[src/rtl/branch_pc_unit_pkg.sv]
// Shared opcode encoding and branch-condition evaluation for the PC unit.
package branch_pkg;

  localparam int OP_W = 4;

  localparam logic [OP_W-1:0] OP_JMP  = 4'd0;
  localparam logic [OP_W-1:0] OP_JE   = 4'd1;
  localparam logic [OP_W-1:0] OP_JA   = 4'd2;
  localparam logic [OP_W-1:0] OP_JB   = 4'd3;
  localparam logic [OP_W-1:0] OP_JAE  = 4'd4;
  localparam logic [OP_W-1:0] OP_JBE  = 4'd5;
  localparam logic [OP_W-1:0] OP_JNE  = 4'd6;
  localparam logic [OP_W-1:0] OP_CALL = 4'd7;
  localparam logic [OP_W-1:0] OP_RET  = 4'd8;

  // Reserved encodings (9..15) are never taken.
  function automatic logic branch_cond(input logic [OP_W-1:0] op,
                                       input logic zf,
                                       input logic cf);
    logic c;
    c = 1'b0;
    case (op)
      OP_JMP:  c = 1'b1;
      OP_JE:   c = zf;
      OP_JA:   c = ~zf & ~cf;
      OP_JB:   c = cf;
      OP_JAE:  c = ~cf;
      OP_JBE:  c = cf | zf;
      OP_JNE:  c = ~zf;
      OP_CALL: c = 1'b1;
      OP_RET:  c = 1'b1;
      default: c = 1'b0;
    endcase
    return c;
  endfunction

endpackage

[src/rtl/branch_pc_unit_if.sv]
// Control-side bundle for the PC unit: the control unit is master, the PC unit is slave.
interface branch_pc_unit_if
  import branch_pkg::*;
#(
  parameter int ADDR_W      = 11,
  parameter int OFFSET_W    = 11,
  parameter int STACK_DEPTH = 8
);
  localparam int CNT_W = $clog2(STACK_DEPTH) + 1;

  logic                step;
  logic                jump_en;
  logic [OP_W-1:0]     op;
  logic [OFFSET_W-1:0] offset;
  logic                flag_we;
  logic                zf_in;
  logic                cf_in;
  logic                err_clr;
  logic [ADDR_W-1:0]   pc;
  logic                taken;
  logic [CNT_W-1:0]    stack_count;
  logic                stack_ovf;
  logic                stack_unf;

  modport master (
    output step, jump_en, op, offset, flag_we, zf_in, cf_in, err_clr,
    input  pc, taken, stack_count, stack_ovf, stack_unf
  );

  modport slave (
    input  step, jump_en, op, offset, flag_we, zf_in, cf_in, err_clr,
    output pc, taken, stack_count, stack_ovf, stack_unf
  );
endinterface

[src/rtl/branch_pc_unit_ret_stack.sv]
// LIFO of return addresses: synchronous push, combinational top-of-stack read.
module ret_stack
  import branch_pkg::*;
#(
  parameter int ADDR_W      = 11,
  parameter int STACK_DEPTH = 8,
  localparam int PW         = $clog2(STACK_DEPTH),
  localparam int CW         = PW + 1
) (
  input  logic              clk,
  input  logic              rst,
  input  logic              push,
  input  logic              pop,
  input  logic [ADDR_W-1:0] din,
  output logic [ADDR_W-1:0] dout,
  output logic [CW-1:0]     count,
  output logic              full,
  output logic              empty
);
  logic [ADDR_W-1:0] r_mem [STACK_DEPTH];
  logic [CW-1:0]     r_count;
  logic [PW-1:0]     w_wr_idx;
  logic [PW-1:0]     w_rd_idx;

  assign w_wr_idx = r_count[PW-1:0];
  assign w_rd_idx = PW'(r_count - CW'(1));
  assign full     = (r_count == CW'(STACK_DEPTH));
  assign empty    = (r_count == '0);
  assign count    = r_count;
  assign dout     = r_mem[w_rd_idx];

  // Entries are never cleared; only the count is reset.
  always_ff @(posedge clk) begin
    if (push && !full) begin
      r_mem[w_wr_idx] <= din;
    end
  end

  always_ff @(posedge clk) begin
    if (rst) begin
      r_count <= '0;
    end else if (push && !full) begin
      r_count <= r_count + CW'(1);
    end else if (pop && !empty) begin
      r_count <= r_count - CW'(1);
    end
  end
endmodule

[src/rtl/branch_pc_unit.sv]
// Program counter with flag register, conditional relative branches and CALL/RET via a return stack.
module branch_pc_unit
  import branch_pkg::*;
#(
  parameter int ADDR_W      = 11,
  parameter int OFFSET_W    = 11,
  parameter int STACK_DEPTH = 8
) (
  input  logic             clk,
  input  logic             rst,
  branch_pc_unit_if.slave  bus
);
  localparam int CNT_W = $clog2(STACK_DEPTH) + 1;

  logic [ADDR_W-1:0] r_pc;
  logic              r_taken;
  logic              r_zf;
  logic              r_cf;
  logic              r_ovf;
  logic              r_unf;

  logic [ADDR_W-1:0] w_seq;
  logic [ADDR_W-1:0] w_tgt;
  logic [ADDR_W-1:0] w_pc_next;
  logic              w_taken_next;
  logic              w_cond;
  logic              w_push;
  logic              w_pop;
  logic              w_ovf_set;
  logic              w_unf_set;
  logic [ADDR_W-1:0] w_top;
  logic [CNT_W-1:0]  w_count;
  logic              w_full;
  logic              w_empty;

  assign w_seq  = r_pc + ADDR_W'(1);
  assign w_tgt  = r_pc + ADDR_W'(signed'(bus.offset));
  // Branches see only the registered flags, so flag inputs never reach pc combinationally.
  assign w_cond = branch_cond(bus.op, r_zf, r_cf);

  ret_stack #(
    .ADDR_W      (ADDR_W),
    .STACK_DEPTH (STACK_DEPTH)
  ) u_ret_stack (
    .clk   (clk),
    .rst   (rst),
    .push  (w_push),
    .pop   (w_pop),
    .din   (w_seq),
    .dout  (w_top),
    .count (w_count),
    .full  (w_full),
    .empty (w_empty)
  );

  always_comb begin
    w_pc_next    = r_pc;
    w_taken_next = 1'b0;
    w_push       = 1'b0;
    w_pop        = 1'b0;
    w_ovf_set    = 1'b0;
    w_unf_set    = 1'b0;
    if (bus.step) begin
      w_pc_next = w_seq;
      if (bus.jump_en) begin
        if (bus.op <= OP_JNE) begin
          w_pc_next    = w_cond ? w_tgt : w_seq;
          w_taken_next = w_cond;
        end else if (bus.op == OP_CALL) begin
          if (!w_full) begin
            w_push       = 1'b1;
            w_pc_next    = w_tgt;
            w_taken_next = 1'b1;
          end else begin
            w_ovf_set = 1'b1;
          end
        end else if (bus.op == OP_RET) begin
          if (!w_empty) begin
            w_pop        = 1'b1;
            w_pc_next    = w_top;
            w_taken_next = 1'b1;
          end else begin
            w_unf_set = 1'b1;
          end
        end
      end
    end
  end

  always_ff @(posedge clk) begin
    if (rst) begin
      r_pc    <= '0;
      r_taken <= 1'b0;
      r_zf    <= 1'b0;
      r_cf    <= 1'b0;
      r_ovf   <= 1'b0;
      r_unf   <= 1'b0;
    end else begin
      r_pc    <= w_pc_next;
      r_taken <= w_taken_next;
      if (bus.flag_we) begin
        r_zf <= bus.zf_in;
        r_cf <= bus.cf_in;
      end
      // A fault in the same cycle as err_clr keeps its flag set.
      r_ovf <= w_ovf_set | (r_ovf & ~bus.err_clr);
      r_unf <= w_unf_set | (r_unf & ~bus.err_clr);
    end
  end

  assign bus.pc          = r_pc;
  assign bus.taken       = r_taken;
  assign bus.stack_count = w_count;
  assign bus.stack_ovf   = r_ovf;
  assign bus.stack_unf   = r_unf;
endmodule

[src/flat_wrapper.sv]
// flat-port wrapper written by rule: the top's interface ports become plain ports
module branch_pc_unit_flat import branch_pkg::*;
#(
  parameter int ADDR_W      = 11,
  parameter int OFFSET_W    = 11,
  parameter int STACK_DEPTH = 8
)
  (clk, rst, bus_step, bus_jump_en, bus_op, bus_offset, bus_flag_we, bus_zf_in, bus_cf_in, bus_err_clr, bus_pc, bus_taken, bus_stack_count, bus_stack_ovf, bus_stack_unf);
  branch_pc_unit_if #(.ADDR_W(ADDR_W), .OFFSET_W(OFFSET_W), .STACK_DEPTH(STACK_DEPTH)) bus_i ();
  input  logic clk;
  input  logic rst;
  input wire logic [$bits(bus_i.step)-1:0] bus_step;
  input wire logic [$bits(bus_i.jump_en)-1:0] bus_jump_en;
  input wire logic [$bits(bus_i.op)-1:0] bus_op;
  input wire logic [$bits(bus_i.offset)-1:0] bus_offset;
  input wire logic [$bits(bus_i.flag_we)-1:0] bus_flag_we;
  input wire logic [$bits(bus_i.zf_in)-1:0] bus_zf_in;
  input wire logic [$bits(bus_i.cf_in)-1:0] bus_cf_in;
  input wire logic [$bits(bus_i.err_clr)-1:0] bus_err_clr;
  output wire logic [$bits(bus_i.pc)-1:0] bus_pc;
  output wire logic [$bits(bus_i.taken)-1:0] bus_taken;
  output wire logic [$bits(bus_i.stack_count)-1:0] bus_stack_count;
  output wire logic [$bits(bus_i.stack_ovf)-1:0] bus_stack_ovf;
  output wire logic [$bits(bus_i.stack_unf)-1:0] bus_stack_unf;
  assign bus_i.step = bus_step;
  assign bus_i.jump_en = bus_jump_en;
  assign bus_i.op = bus_op;
  assign bus_i.offset = bus_offset;
  assign bus_i.flag_we = bus_flag_we;
  assign bus_i.zf_in = bus_zf_in;
  assign bus_i.cf_in = bus_cf_in;
  assign bus_i.err_clr = bus_err_clr;
  assign bus_pc = bus_i.pc;
  assign bus_taken = bus_i.taken;
  assign bus_stack_count = bus_i.stack_count;
  assign bus_stack_ovf = bus_i.stack_ovf;
  assign bus_stack_unf = bus_i.stack_unf;
  branch_pc_unit #(.ADDR_W(ADDR_W), .OFFSET_W(OFFSET_W), .STACK_DEPTH(STACK_DEPTH)) u_core (.clk(clk), .rst(rst), .bus(bus_i));
endmodule
[config.mk]
export PLATFORM = sky130hd
export DESIGN_NAME = branch_pc_unit_flat
export DESIGN_NICKNAME = d
export VERILOG_FILES = /design/src/rtl/branch_pc_unit_pkg.sv /design/src/rtl/branch_pc_unit_if.sv /design/src/rtl/branch_pc_unit_ret_stack.sv /design/src/rtl/branch_pc_unit.sv /design/src/flat_wrapper.sv
export SDC_FILE = /design/constraint.sdc
export NUM_CORES = 1
export LEC_CHECK = 0
export ABC_AREA = 1
export CAP_MARGIN = 15
export CORE_ASPECT_RATIO = 0.5
export CORE_MARGIN = 2
export CORE_UTILIZATION = 45
export CTS_CLUSTER_DIAMETER = 60
export DETAILED_ROUTE_END_ITERATION = 10
export GPL_ROUTABILITY_DRIVEN = 0
export HOLD_SLACK_MARGIN = 0.06
export PLACE_DENSITY = 0.65
export SETUP_SLACK_MARGIN = 0.1
export SLEW_MARGIN = 20
export SYNTH_ARGS = -nofsm -noshare
export SYNTH_HDL_FRONTEND = slang
export SYNTH_SLANG_ARGS = --single-unit
[constraint.sdc]
create_clock -name clk -period 2.6 [get_ports clk]
set_input_delay 0.52 -clock clk [delete_from_list [all_inputs] [get_ports clk]]
set_output_delay 0.52 -clock clk [all_outputs]
set_load 0.01 [all_outputs]
Word level (Yosys, flattened, before mapping):

Memories as Yosys holds them, arrays and structs flattened.
Index checks and enable logic that the tools add are counted.

* flip-flop bits (word level): 20
* ROM bits: 0
* bits in writable memories: 88
* bits in latches: 0
* memories kept: 1
* input bits: 23
* output and inout port bits: 18
* logic and storage cells: 78

Memory list
* u_core.u_ret_stack.r_mem: words 8, width 11, rd ports 1, clocked after Yosys merged registers in 0, wr ports 1, RTL line branch_pc_unit_ret_stack.sv:20 `logic [ADDR_W-1:0] r_mem [STACK_DEPTH];`

* bitwise operators: 11
* equal/unequal tests: 9
* multiply operators: 0
* $add $sub $neg: 4
* divide/modulo/power cells: 0
* $lt $le $gt $ge: 1
* shift operators: 0
* reduce and logical (&&, ||, !) cells: 9
* muxes and demuxes: 36

Operators with widths (count)
* 11-bit 2-to-1 mux: 7
* 1-bit 2-to-1 mux: 26
* 4-bit by 3-bit == test with 1-bit output (second input constant): 4
* 11-bit by 1-bit adder with 11-bit output (second input constant): 1
* 11-bit adder: 1
* 4-bit by 2-bit == test with 1-bit output (second input constant): 2
* 4-bit == test (second input constant): 2
* 4-bit logical NOT: 2
* 4-bit 2-to-1 mux: 2
* 1-bit one-hot mux with 7 select lines: 1
* 3-bit OR reduction: 2
* 1-bit NOT: 5
* 4-bit by 1-bit adder with 4-bit output (second input constant): 1
* 4-bit by 1-bit == test with 1-bit output (second input constant): 1
* 4-bit by 3-bit <= comparator with 1-bit output (second input constant): 1
* 4-bit by 1-bit subtractor with 4-bit output (second input constant): 1
* 1-bit bitwise AND: 3
* 1-bit OR: 3
* 1-bit logical AND: 2
* 1-bit logical NOT: 2
* 2-bit nonzero test: 1

Longest topological paths before layout:

Gate-level depths: netlist (run 1).

* depth after elaboration: 10
* gate-level depth with buffers: 16
* depth with buffers taken out: 14

By module:

Synthesis (run 1) repeated with hierarchy kept, for this count alone.

* cells, all modules: 630
* area, all modules: 5694.2 µm²

Modules (own cells, without submodules)
* ret_stack: seq. area each 2722.6 µm², instances 1, cells each 313, area an instance 3808.7 µm²
* branch_pc_unit: seq. area each 320.3 µm², instances 1, cells each 317, area an instance 1885.6 µm²

Least setup slack after synthesis (run 1):

Ideal clock, no wire load.

* kind: register to register
* start point: register u_core.u_ret_stack.r_count[0] (netlist: u_core.u_ret_stack.count[0])
* end point: memory u_core.u_ret_stack.r_mem[3][0], enable pin
* arrival: 2304 ps
* data required time: 2207 ps
* setup time: 393 ps
* period minus slack after synthesis: 2697 ps
* cell stages (with the launch flop): 10
* slack: -97 ps
* path through: dfxtp_1 inv_2 buf_2 buf_2 ha_1 nand3_2 nand2_4 nor2_4 nand2_1 nor3_1

* word-level cells in the longest chain between the ends: 9
* elaborated cells on any way between the ends: 10

RTL lines
* start, declared: RTL line branch_pc_unit_ret_stack.sv:21 `logic [CW-1:0] r_count;`
* start signal, assigned: RTL line branch_pc_unit_ret_stack.sv:43 `r_count <= r_count + CW'(1);`
* start signal, assigned: RTL line branch_pc_unit_ret_stack.sv:45 `r_count <= r_count - CW'(1);`
* 4-bit == test: RTL line branch_pc_unit_ret_stack.sv:27 `assign full = (r_count == CW'(STACK_DEPTH));`
* 1-bit 2-to-1 mux: RTL line branch_pc_unit.sv:70 `if (!w_full) begin`
* 1-bit 2-to-1 mux: RTL line branch_pc_unit.sv:69 `end else if (bus.op == OP_CALL) begin`
* 1-bit 2-to-1 mux: RTL line branch_pc_unit.sv:66 `if (bus.op <= OP_JNE) begin`
* 1-bit 2-to-1 mux: RTL line branch_pc_unit.sv:65 `if (bus.jump_en) begin`
* 1-bit 2-to-1 mux: RTL line branch_pc_unit.sv:63 `if (bus.step) begin`
* 1-bit logical AND: RTL line branch_pc_unit_ret_stack.sv:34 `if (push && !full) begin`
* 1-bit 2-to-1 mux: RTL line branch_pc_unit_ret_stack.sv:34
* 1-bit 2-to-1 mux (not written as such): RTL line branch_pc_unit_ret_stack.sv:35 `r_mem[w_wr_idx] <= din;`
* end, declared: RTL line branch_pc_unit_ret_stack.sv:20

Parallel ways exist; a longest one is shown, timed or not.

Worst setup path in the final report (run 1):

* start point: register u_core.u_ret_stack.r_count[1] (netlist: u_core.u_ret_stack.count[1])
* end point: register u_core.r_pc[7] (netlist: u_core.bus.pc[7])

* word-level cells in the longest chain between the ends: 7
* elaborated cells on any way between the ends: 10

RTL lines
* 4-bit by 1-bit subtractor with 4-bit output: RTL line branch_pc_unit_ret_stack.sv:26 `assign w_rd_idx = PW'(r_count - CW'(1));`
* memory 8 x 11 bit
* 11-bit 2-to-1 mux: RTL line branch_pc_unit.sv:78 `if (!w_empty) begin`
* 11-bit 2-to-1 mux: RTL line branch_pc_unit.sv:77 `end else if (bus.op == OP_RET) begin`
* 11-bit 2-to-1 mux (*): RTL line branch_pc_unit.sv:69
* 11-bit 2-to-1 mux (*): RTL line branch_pc_unit.sv:66
* 11-bit 2-to-1 mux (*): RTL line branch_pc_unit.sv:65
* end signal, assigned: RTL line branch_pc_unit.sv:99 `r_pc <= w_pc_next;`
* end, declared: RTL line branch_pc_unit.sv:15 `logic [ADDR_W-1:0] r_pc;`

Mark *: on every way between the ends. The rest lies on a longest branch, timed or not.
A chain may end at the register's enable or synchronous reset.

==> metrics.txt, run 1 <==
outcome=finished, final reports clean; CP startpoint=u_core.u_ret_stack.count[1]$_SDFFE_PP0P_; CTS clk-pin slew, worst paths=70 ps; hold crit path type=flip-flop to flip-flop; Setup CP Type=flip-flop to flip-flop; ratio of cells with drive above 1 in the final layout=0.124; Net Count, Synth=626; CTS Buf Count=9; register area=3040 µm²; row cnt=28; routed vias=4316; launch point of the worst hold path=u_core.bus.stack_unf$_SDFF_PP0_; multi-input combinational cell area=2180 µm²; share of the synthesized area in the top cell type=0.475; IO buf count=40; die area=13300 µm²; FMAX=432 MHz; Worst setup SP type=flip-flop; Distinct cells, synth=41; Worst Tran Pin Value=754 ps; fin crit period=2310 ps; CTS root buf=clkbuf_16; Post-Route Skew=8.86 ps; DRT Pass-1 Iters=5; Avg Inst Size Synth=9.45 µm²; worst hold path depth=1; Post-Syn Instances=589; MaxCap Viol Count=0; mapped cell area=5570 µm²; Syn-to-layout area delta=18.1%; postcts setup bufs=0; GR Overflow Total=0; detailed router's first-iteration violation count=275; worst ir drop on vdd=0.371 mV; period utilization=0.890; total power draw=3.73 mW; DRC=0; worst-path fanout max=14; commonest non-fill, non-tap cell in the layout=nand2_1; Starting Density=0.466; synth warn=0; Ant. Diodes=0; Ports=41; Critical Path RT=2830 ps; all-layer global routing usage=0.207; Post-Route WL=13.5 mm; Die W=161 µm; setup repair after global routing missed its margin=false; depth of the CTS H-tree=3; clock sink count=108; Detailed Place HPWL=9.35 mm; final-report max-slew violation count=0; DR WL/cell=16.4 µm; most frequent cells in the layout=nand2_1 (116), edfxtp_1 (88), nor2_1 (80); R2R depth=10; Post-synth EDFFs=88; Synth area leader=edfxtp_1; Final Setup Violations=0; first-pass GRT wire length=20.9 mm; reg2reg start=u_core.u_ret_stack.count[1]$_SDFFE_PP0P_; final hold vios=0; CP Capture Type=flip-flop; pre-CTS setup slack=-45.7 ps; prevailing post-synth register cell=edfxtp_1; WP data arrival=2550 ps; worst hold margin=514 ps; Max-slew headroom=0.495; utilization after layout=0.550; Seq/Total Area, Yosys=0.547; antenna violations before repair=0; clock latency at the later pin of the worst-skew pair=350 ps; nets@finish=687; CTS max path bufs=2; Detail Route Antenna Nets=0; Via density=5.27; final worst-path setup slack=287 ps; CTS tree=built; #FFs+latches synth=108; ys async rst share=0; vias in the first global route=3987; top post-synthesis cells by area=edfxtp_1 (47%), nand2_1 (7.8%), dfxtp_1 (7.2%); fillers=1026; largest net degree at the start of global routing=50; Die Y=82.6 µm; Pwr per Cell Area=568 nW/µm²; P_leak=2.59 nW; CORE AREA=11900 µm²
[critical path, cell delays in order (launching register included)]
cell and delay, ps:
dfxtp_1 440, inv_1 140, ha_1 320, xnor2_4 430, inv_4 180, nand3_1 130
nand3_2 120, a21oi_1 160, nand2_1 60, a21oi_1 150, nor2_1 60
[routing by layer]
| layer | routed length (µm) | global-route usage | part of all wire |
|---|---|---|---|
| met1 | 6700 | 0.295 | 0.50 |
| met2 | 5880 | 0.330 | 0.44 |
| met3 | 767 | 0.0420 | 0.057 |
| met4 | 112 | 0.0482 | 0.0083 |
| met5 | 0 | 0 | 0 |
[sequential cells by signal, summed over array words and instances (netlist names)]
register                  cells
u_core.bus.stack_unf          1
u_core.r_zf                   1
u_core.u_ret_stack.r_mem     88
u_core.u_ret_stack.count      4
u_core.bus.stack_ovf          1
u_core.r_cf                   1
u_core.bus.taken              1
u_core.bus.pc                11
[cells in the mapped netlist (2+ instances only)]
cell type,count
nand4_1,3
ha_1,13
o211ai_2,3
nor2_2,2
buf_6,5
o21ai_1,9
xnor2_1,3
xor2_1,13
nand3_2,8
buf_2,12
o21ai_0,36
clkbuf_1,2
nor2_4,3
o22ai_1,7
nand3_1,58
nor3_1,3
dfxtp_1,20
inv_1,44
o211ai_1,4
a32o_1,2
inv_2,2
nor2_1,80
nand2_2,7
inv_4,3
edfxtp_1,88
a21oi_1,28
nand2_1,116
a22oi_1,2
[what timing repair did]
item | 4_1_cts | 5_1_grt
endpoints found under the setup margin | 0 | 1
resized for setup | 0 | 1
hold buffers | 0 | 0
[cell families after synthesis]
family / Yosys count / synth area share
AO/OA/AOI/OAI: 95 / 0.0980
XOR/XNOR: 18 / 0.0331
adder cells (fa/ha/maj): 14 / 0.0328
buffers and inverters: 71 / 0.0632
flip-flops: 108 / 0.547
AND/OR/NAND/NOR: 283 / 0.226
[power breakdown]
part / leakage (nW) / total [mW] / switching, mW / internal (mW)
registers: 0.961 / 1.91 / 0.0231 / 1.89
clock network: 0.150 / 1.40 / 0.641 / 0.763
logic: 1.47 / 0.414 / 0.249 / 0.165
total: 2.59 / 3.73 / 0.913 / 2.82
[area by class of cell]
class                      instances  area share
clock buffer                       9      0.0343
clock inverter                     6      0.0120
inverter                          50      0.0297
multi-input combinational        410       0.332
sequential                       108       0.463
tap                              165      0.0314
timing repair buffer              71      0.0982
[final timing paths]
kind                                                         to  slack (ps)
worst min-delay path            u_core.bus.stack_unf$_SDFF_PP0_         510
worst max register to register    u_core.bus.pc[7]$_SDFFE_PP0P_         290
worst min register to register  u_core.bus.stack_unf$_SDFF_PP0_         510
worst max-delay path              u_core.bus.pc[7]$_SDFFE_PP0P_         290
[metrics by stage]
stage | setup TNS [ps] | instance area (µm²) | std cells
floorplan | 0 | 5580 | 589
global route | 0 | 6580 | 819
detailed placement | -48.7 | 6270 | 804
CTS | 0 | 6580 | 819
global placement | 0 | 6270 | 804
finish | 0 | 6580 | 819
No activity file was read; power rests on OpenSTA's default activity.
==> run 2: changes to the inputs <==
Settings changed: HOLD_SLACK_MARGIN 0.06 to 0.1.
==> results of run 2 <==
Final layout, timing and power as in run 1 (identical DEF).
==> run 3: changes to the inputs <==
Settings changed: CORE_ASPECT_RATIO 0.5 to 1.4, CORE_UTILIZATION 45 to 53, PLACE_DENSITY 0.65 to 0.75.
==> run 3 against run 2 <==
Die area decreased by 15%. Cell area decreased by 1.1%. Sequential power about the same. Clock skew about the same. First-iteration DRC count increased by 63%. Combinational power increased by 1%. Critical path type is now primary input to flip-flop.
==> metrics.txt, run 3 (same netlist as run 1, synthesis figures left out) <==
outcome=finished, final reports clean (unchanged); Buf/Inv on CP=2 (unchanged); Seq pwr share=0.515 (was 0.513); CTS max path bufs=2 (unchanged); final-report max-slew violation count=0 (unchanged); CTS clk-pin slew, worst paths=70 ps (about the same); Max-slew headroom=0.541 (was 0.495); Die Y=125 µm (was 82.6 µm); power share of the clock group=0.372 (was 0.376); Via density=5.65 (was 5.27); total power draw=3.72 mW (was 3.73 mW); Setup CP Type=primary input to flip-flop (was flip-flop to flip-flop); DRC=0 (unchanged); antenna violations before repair=0 (unchanged); CTS Buf Count=9 (unchanged); worst-path fanout max=2 (was 14); Ant. Diodes=0 (unchanged); Detail Route Antenna Nets=0 (unchanged); Die W=90.6 µm (was 161 µm); FMAX=431 MHz (was 432 MHz); most frequent cells in the layout=nand2_1 (116), edfxtp_1 (88), nor2_1 (80) (unchanged); most used cell, CP=nand2_1 (was a21oi_1); routed vias=4459 (was 4316); placed cell areas=6190 µm² (was 6270 µm²); all-layer global routing usage=0.242 (was 0.207); setup repair after global routing missed its margin=false (unchanged); vias in the first global route=4382 (was 3987); Detailed Place HPWL=9.49 mm (was 9.35 mm); commonest non-fill, non-tap cell in the layout=nand2_1 (unchanged); Ports=41 (unchanged); CP Capture Type=flip-flop (unchanged); max incr delay on CP=460 ps (was 440 ps); period utilization=0.893 (was 0.890); nets@finish=683 (was 687); DR WL/cell=17.1 µm (was 16.4 µm); MaxCap Viol Count=0 (unchanged); Critical Path RT=2840 ps (was 2830 ps); register area=3040 µm² (unchanged); Starting Density=0.541 (was 0.466); DRT Pass-1 Iters=5 (unchanged); Worst Tran Pin Value=686 ps (was 754 ps); final hold vios=0 (unchanged); net load switching power=0.900 mW (was 0.913 mW); Biggest register=u_core.u_ret_stack.r_mem (unchanged); Switching Fraction=0.242 (was 0.245); max FFs per register=88 (unchanged); worst ir drop on vdd=0.377 mV (was 0.371 mV); clock latency at the later pin of the worst-skew pair=340 ps (was 350 ps); crit-path cells=clkdlybuf4s50_1 -> ha_1 -> inv_1 -> fa_1 -> o21ai_2 -> nand2_1 -> nand2_1 -> nand2_1 -> o21ai_0 -> nand2_1 -> nand2_1 -> nor2_1 -> nor2_1 -> nor2_1 (was inv_1 -> ha_1 -> xnor2_4 -> inv_4 -> nand3_1 -> nand3_2 -> a21oi_1 -> nand2_1 -> a21oi_1 -> nor2_1); worst hold margin=520 ps (was 514 ps); Post-CTS Hold Fix Bufs=0 (unchanged); Final Instance Area=6500 µm² (was 6580 µm²); power share of the combinational group=0.113 (was 0.111); WP data arrival=2560 ps (was 2550 ps); Syn-to-layout area delta=16.8% (was 18.1%); CTS root buf=clkbuf_16 (unchanged); fillers=824 (was 1026); Pint=2.82 mW (about the same); row cnt=44 (was 28); multi-input combinational cell area=2180 µm² (unchanged); Final Setup Violations=0 (unchanged); P_leak=2.56 nW (was 2.59 nW); largest net degree at the start of global routing=50 (unchanged); hold crit path type=flip-flop to flip-flop (unchanged); Gates resized, CTS repair=0 (unchanged); CORE AREA=10300 µm² (was 11900 µm²); postcts setup bufs=0 (unchanged); Post-Route WL=13.5 mm (about the same); CP top delay family=adder cells (was flip-flops); Worst setup SP type=primary input (was flip-flop); ratio of cells with drive above 1 in the final layout=0.120 (was 0.124); clock sink count=108 (unchanged); Pwr per Cell Area=572 nW/µm² (was 568 nW/µm²); detailed router's first-iteration violation count=448 (was 275); IO buf count=40 (unchanged); first-pass GRT wire length=21.3 mm (was 20.9 mm); Post-Route Skew=8.45 ps (was 8.86 ps); GR Overflow Total=0 (unchanged); depth of the CTS H-tree=3 (unchanged); CTS tree=built (unchanged); fin crit period=2320 ps (was 2310 ps); slowest CP cell=clkdlybuf4s50_1 (was dfxtp_1); die area=11300 µm² (was 13300 µm²)
-- run 3: final timing paths --
kind	from	end	slack, ps	cells past startpoint
max	bus_offset[0]	u_core.bus.pc[10]$_SDFFE_PP0P_	280	14
min reg2reg	u_core.bus.stack_unf$_SDFF_PP0_	u_core.bus.stack_unf$_SDFF_PP0_	520	1
max reg2reg	u_core.u_ret_stack.count[1]$_SDFFE_PP0P_	u_core.bus.pc[7]$_SDFFE_PP0P_	350	10
min	u_core.bus.stack_unf$_SDFF_PP0_	u_core.bus.stack_unf$_SDFF_PP0_	520	1
-- run 3: power groups by stage --
| stage | logic [mW] | clock network [mW] | registers [mW] |
|---|---|---|---|
| final | 0.420 | 1.39 | 1.92 |
| after floorplan | 0.255 | 0 | 1.95 |
| after CTS | 0.417 | 1.39 | 1.91 |
| after global placement | 0.403 | 0 | 1.95 |
| after global routing | 0.463 | 1.45 | 1.92 |
| after detailed placement | 0.414 | 0 | 1.95 |
-- run 3: routing by layer --
layer,track usage,part of all wire,vias up
met4,0.145,0.044,0
met1,0.282,0.38,2091
li1,-,-,2129
met5,0,0,-
met3,0.0211,0.051,44
met2,0.433,0.52,195
-- run 3: area by class of cell --
type                            count  area share
Sequential cell                   108       0.468
Multi-Input combinational cell    410       0.336
Timing Repair Buffer               67      0.0928
Clock buffer                        9      0.0346
Inverter                           50      0.0300
Tap cell                          138      0.0266
Clock inverter                      7      0.0123
-- run 3: through the flow --
| stage | util | setup TNS [ps] | worst slack [ps] | instances |
|---|---|---|---|---|
| finish | 0.631 | 0 | 277 | 789 |
| global route | 0.631 | 0 | 102 | 789 |
| CTS | 0.631 | 0 | 291 | 789 |
| detailed placement | 0.602 | -59.8 | -59.8 | 773 |
| global placement | 0.602 | -12.7 | -12.7 | 773 |
| floorplan | - | 0 | 209 | 589 |
